### config.mk
export PLATFORM = sky130hd
export DESIGN_NAME = imem_boot_loader
export DESIGN_NICKNAME = d
export VERILOG_FILES = /design/src/rtl/imem_boot_loader.sv
export SDC_FILE = /design/constraint.sdc
export NUM_CORES = 1
export LEC_CHECK = 0
export ABC_AREA = 1
export CORE_UTILIZATION = 47
export CTS_BUF_LIST = sky130_fd_sc_hd__clkbuf_8 sky130_fd_sc_hd__clkbuf_16
export DETAILED_ROUTE_END_ITERATION = 10
export GPL_ROUTABILITY_DRIVEN = 0
export GPL_TIMING_DRIVEN = 0
export HOLD_SLACK_MARGIN = 0.15
export PLACE_DENSITY_LB_ADDON = 0.1
export SYNTH_ARGS = -nofsm -noshare
export SYNTH_HDL_FRONTEND = slang
export SYNTH_SLANG_ARGS = --single-unit
### constraint.sdc
create_clock -name clock -period 11.7 [get_ports clock]
set_input_delay 2.925 -clock clock [delete_from_list [all_inputs] [get_ports clock]]
set_output_delay 2.925 -clock clock [all_outputs]
set_load 0.03 [all_outputs]
### src/rtl/imem_boot_loader.sv
// Boot loader: packs a little-endian byte stream into words, writes imem, releases the core.
// Optional checksum byte after the data phase: define IMEM_BOOT_CHECKSUM_EN.
module imem_boot_loader #(
  parameter int WIDTH         = 32,
  parameter int IMEM_DEPTH    = 512,
  parameter int RELEASE_DELAY = 4
) (
  input  logic             clock,
  input  logic             reset,
  input  logic             start,
  input  logic [7:0]       in_data,
  input  logic             in_valid,
  output logic             in_ready,
  output logic             mem_en,
  output logic [WIDTH-1:0] mem_addr,
  output logic [WIDTH-1:0] mem_data,
  output logic             cpu_reset,
  output logic             busy,
  output logic             done,
  output logic             error
);

  typedef enum logic [2:0] {
    IDLE,
    LEN_LO,
    LEN_HI,
    DATA,
`ifdef IMEM_BOOT_CHECKSUM_EN
    CHK,
`endif
    RELEASE,
    RUN,
    ERROR
  } state_t;

`ifdef IMEM_BOOT_CHECKSUM_EN
  localparam state_t TAIL = CHK;
`else
  localparam state_t TAIL = RELEASE;
`endif

  localparam logic [15:0] DEPTH    = 16'(IMEM_DEPTH);
  localparam logic [15:0] DLY_LAST = 16'(RELEASE_DELAY - 1);

  state_t      state, state_n;
  logic [7:0]  len_lo;
  logic [15:0] count;
  logic [15:0] word_idx;
  logic [1:0]  byte_cnt;
  logic [23:0] wbuf;
  logic [15:0] dly;
  logic [15:0] len_w;
  logic        accept;
  logic        last_word;
`ifdef IMEM_BOOT_CHECKSUM_EN
  logic [7:0]  chk;
`endif

  assign len_w     = {in_data, len_lo};
  assign accept    = in_valid & in_ready;
  assign last_word = (byte_cnt == 2'd3) && (word_idx == count - 16'd1);

  always_ff @(posedge clock or posedge reset) begin
    if (reset) state <= IDLE;
    else       state <= state_n;
  end

  always_comb begin
    state_n   = state;
    in_ready  = 1'b0;
    busy      = 1'b0;
    done      = 1'b0;
    error     = 1'b0;
    cpu_reset = 1'b1;
    unique case (state)
      IDLE: if (start) state_n = LEN_LO;
      LEN_LO: begin
        in_ready = 1'b1;
        busy     = 1'b1;
        if (in_valid) state_n = LEN_HI;
      end
      LEN_HI: begin
        in_ready = 1'b1;
        busy     = 1'b1;
        if (in_valid) begin
          if (len_w == 16'd0)   state_n = TAIL;
          else if (len_w > DEPTH) state_n = ERROR;
          else                  state_n = DATA;
        end
      end
      DATA: begin
        in_ready = 1'b1;
        busy     = 1'b1;
        if (in_valid && last_word) state_n = TAIL;
      end
`ifdef IMEM_BOOT_CHECKSUM_EN
      CHK: begin
        in_ready = 1'b1;
        busy     = 1'b1;
        if (in_valid)
          state_n = ((chk ^ in_data) == 8'd0) ? RELEASE : ERROR;
      end
`endif
      RELEASE: begin
        busy = 1'b1;
        if (dly == DLY_LAST) state_n = RUN;
      end
      RUN: begin
        cpu_reset = 1'b0;
        done      = 1'b1;
        if (start) state_n = LEN_LO;
      end
      ERROR: begin
        error = 1'b1;
        if (start) state_n = LEN_LO;
      end
      default: state_n = IDLE;
    endcase
  end

  // Datapath: word assembly, write strobe and release timer
  always_ff @(posedge clock or posedge reset) begin
    if (reset) begin
      len_lo   <= '0;
      count    <= '0;
      word_idx <= '0;
      byte_cnt <= '0;
      wbuf     <= '0;
      dly      <= '0;
      mem_en   <= 1'b0;
      mem_addr <= '0;
      mem_data <= '0;
`ifdef IMEM_BOOT_CHECKSUM_EN
      chk      <= '0;
`endif
    end else begin
      mem_en <= 1'b0;
      if (state == RELEASE) dly <= dly + 16'd1;
      else                  dly <= '0;
      if (accept) begin
        case (state)
          LEN_LO: begin
            len_lo <= in_data;
`ifdef IMEM_BOOT_CHECKSUM_EN
            chk    <= in_data;
`endif
          end
          LEN_HI: begin
            count    <= len_w;
            word_idx <= '0;
            byte_cnt <= '0;
`ifdef IMEM_BOOT_CHECKSUM_EN
            chk      <= chk ^ in_data;
`endif
          end
          DATA: begin
            byte_cnt <= byte_cnt + 2'd1;
`ifdef IMEM_BOOT_CHECKSUM_EN
            chk      <= chk ^ in_data;
`endif
            if (byte_cnt == 2'd3) begin
              mem_en   <= 1'b1;
              mem_addr <= WIDTH'(word_idx);
              mem_data <= WIDTH'({in_data, wbuf});
              word_idx <= word_idx + 16'd1;
            end else begin
              wbuf <= {in_data, wbuf[23:8]};
            end
          end
          default: ;
        endcase
      end
    end
  end

endmodule

==> impl_metrics.json, run 1 <==
{
  "vias": 5306,
  "htreeDepth": 4,
  "reg2reg_from": "count[0]$_DFFE_PP0P_",
  "pre_cts_ws_ns": 6.807,
  "die_x_microns": 117.8,
  "postRouteAntennaNets": 0,
  "dp_hpwl_microns": 10550,
  "synth.most_common_cell": "nand2_1",
  "max_cap_violations": 0,
  "r2r_slack_ns": 9.52,
  "clkSlewWorstSetupHoldPaths_ns": 0.06,
  "period_needed_ns": 5.100,
  "drt_wl_total_microns": 14570,
  "hp-class": "register to register",
  "synth_cells": 777,
  "run_status": "completed",
  "synth_edf_count": 0,
  "clock-sinks": 134,
  "setup.worst_path.end_class": "primary output",
  "p_total_mw": 1.821,
  "io_buffer_count": 65,
  "drive_above_1_share_pct": 9.786,
  "crit_fanout": 10,
  "pwr_density_cell_nw_per_um2": 232.6,
  "cp-start-kind": "register",
  "synth_area_sq_um": 6307,
  "synth_top_area_cell": "dfrtp_1",
  "slew_viol_final": 0,
  "synth-seq-cells": 134,
  "synth_area_leaders": "dfrtp_1 (53%), nand2_1 (12%), o21ai_0 (8.3%), inv_1 (5.8%), nor2_1 (3.6%)",
  "dr.pass1.iters": 5,
  "ctsResizeCount": 0,
  "min_period_over_period_pct": 43.59,
  "cts-root-buf": "clkbuf_16",
  "core_sq_um": 12880,
  "ioPinCount": 82,
  "p_leak_nw": 3.700,
  "crit_start": "state[1]$_DFFE_PP0P_",
  "tritoncts": "built",
  "antenna_found_initial": 0,
  "synthFlopType": "dfrtp_1",
  "yosysWarnings": 0,
  "n_fill_cell": 1158,
  "diodes": 0,
  "crit_end": "busy",
  "cts_hold_buf": 0,
  "setup_viol": 0,
  "synthTopCellsByCount": "nand2_1 (206), dfrtp_1 (134), o21ai_0 (104)",
  "r2r_end": "state[1]$_DFFE_PP0P_",
  "drtIter0Drc": 362,
  "cts_buffers": 17,
  "grt_pass1_vias": 5259,
  "cts_buffer_depth": 2,
  "fin_ws_ns": 6.600,
  "grt_max_degree": 78,
  "fmax_ghz": 0.1961,
  "rr_worst_depth": 13,
  "async_reset_ff_share_pct": 100.0,
  "finalClockSkew_ns": 0.006864,
  "initial_utilization_pct": 48.98,
  "rsz0062_at_grt": "no",
  "track_usage_pct": 22.84,
  "post_cts_buffers": 0,
  "yosysTopAreaCellShare_pct": 53.16,
  "setup_tns_ns": 0,
  "vias_per_cell": 5.001,
  "clock_latency_ns": 0.42,
  "cp_data_required_time_ns": 8.78,
  "grt_pass1_wl_microns": 25010,
  "tightest_slew_ns": 0.7056,
  "max_slew_margin_pct": 52.96,
  "overflow": 0,
  "rows": 41,
  "crit_type": "register to primary output",
  "drc": 0,
  "area_growth_pct": 24.10,
  "fp.dieH_microns": 117.8,
  "ys_seq_area_share_pct": 53.16,
  "arrival_ns": 2.17,
  "synth_area_per_cell_sq_um": 8.118,
  "ys_types": 33,
  "layout.nets": 893,
  "die-area_sq_um": 13890,
  "wl_per_cell_microns": 13.73,
  "irDropWorstVdd_uv": 123.8,
  "final_hold_viol_count": 0
}
-- cell type report --
| class | count | area (sq um) | area share (%) |
|---|---|---|---|
| inverter | 105 | 400.4 | 5.115 |
| timing repair buffer | 66 | 678.2 | 8.664 |
| buffer | 37 | 220.2 | 2.813 |
| clock buffer | 19 | 452.9 | 5.786 |
| clock inverter | 12 | 112.6 | 1.439 |
| sequential | 134 | 3353 | 42.84 |
| tap | 172 | 215.2 | 2.749 |
| multi-input combinational | 516 | 2395 | 30.59 |
-- state kept, by name (all words and copies together), names as in the netlist --
name      count
byte_cnt      2
count        16
dly          16
len_lo        8
mem_addr     16
mem_data     32
mem_en        1
state         3
wbuf         24
word_idx     16
-- where the power goes --
part / leakage, nW / switching [mW] / total [mW] / internal [mW]
logic: 1.64 / 0.381 / 0.605 / 0.225
clock network: 0.287 / 0.190 / 0.509 / 0.319
registers: 1.78 / 0.105 / 0.706 / 0.601
-- how the worst min path moves through the flow --
stage,start,to,slack [ns],depth (start not counted)
6_report,dly[0]$_DFF_PP0_,dly[0]$_DFF_PP0_,0.46,1
5_1_grt,dly[0]$_DFF_PP0_,dly[0]$_DFF_PP0_,0.48,1
4_1_cts,dly[0]$_DFF_PP0_,dly[0]$_DFF_PP0_,0.47,1
3_5_place_dp,dly[0]$_DFF_PP0_,dly[0]$_DFF_PP0_,0.45,1
3_3_place_gp,dly[0]$_DFF_PP0_,dly[0]$_DFF_PP0_,0.45,1
2_1_floorplan,dly[0]$_DFF_PP0_,dly[0]$_DFF_PP0_,0.43,1
-- logic make-up after synthesis --
| family | synth area share [%] |
|---|---|
| and+or+nand+nor | 23.17 |
| DFF | 53.16 |
| AOI/OAI and AO/OA | 11.25 |
| buffers and inverters | 9.760 |
| other | 0.05945 |
| adders and majority gates | 0.7935 |
| xor gates and xnor gates | 1.805 |
-- layer usage --
layer	part of all wire, %	wire length [microns]	vias to the layer above	track usage [%]
met4	1.4	198	0	7.292
met3	4.0	583	20	6.250
li1	-	-	2622	-
met1	47	6849	2538	29.60
met2	48	6940	126	37.06
met5	0	0	-	0
-- through the flow --
stage | area, sq um | hold WS, ns | cells | utilization [%]
3_5_place_dp | 7262 | 0.4525 | 1030 | 56.40
6_report | 7828 | 0.4617 | 1061 | 60.79
3_3_place_gp | 7229 | 0.4486 | 1029 | 56.15
5_1_grt | 7828 | 0.4822 | 1061 | 60.79
2_1_floorplan | 6364 | 0.4329 | 792 | -
4_1_cts | 7828 | 0.4668 | 1061 | 60.79
-- placed cells by master, fill, tap and decap left out, types with 14 or more instances in the layout --
master           count
o21ai_0            104
nor2_1              60
inv_1               99
buf_4               16
clkbuf_16           17
nand2_1            206
conb_1              16
dfrtp_1            134
nand3_1             34
clkdlybuf4s50_1     65
nor3_1              14
a21oi_1             21
-- critical path, stage by stage (launching register included) --
cell and delay [ns]:
dfrtp_1 0.43, nor2_1 0.16, nand2_1 0.10, clkbuf_1 0.25, nand2_1 0.14, clkdlybuf4s50_1 0.67
Power figures use the tool's default switching activity.
==> inputs of run 2 (changes only) <==
- clock period: 11.7 -> 5.2 ns (I/O delays scaled with it)
==> results of run 2 <==
Same layout as run 1 (identical final DEF). Status: completed.
Among the figures that moved: setup slack after placement 6.807 ns -> 1.932 ns; setup slack after layout 6.600 ns -> 1.725 ns; register-to-register setup slack 9.52 ns -> 3.02 ns; total power 1.821 mW -> 4.097 mW; worst IR drop on VDD 123.8 uV -> 278.6 uV
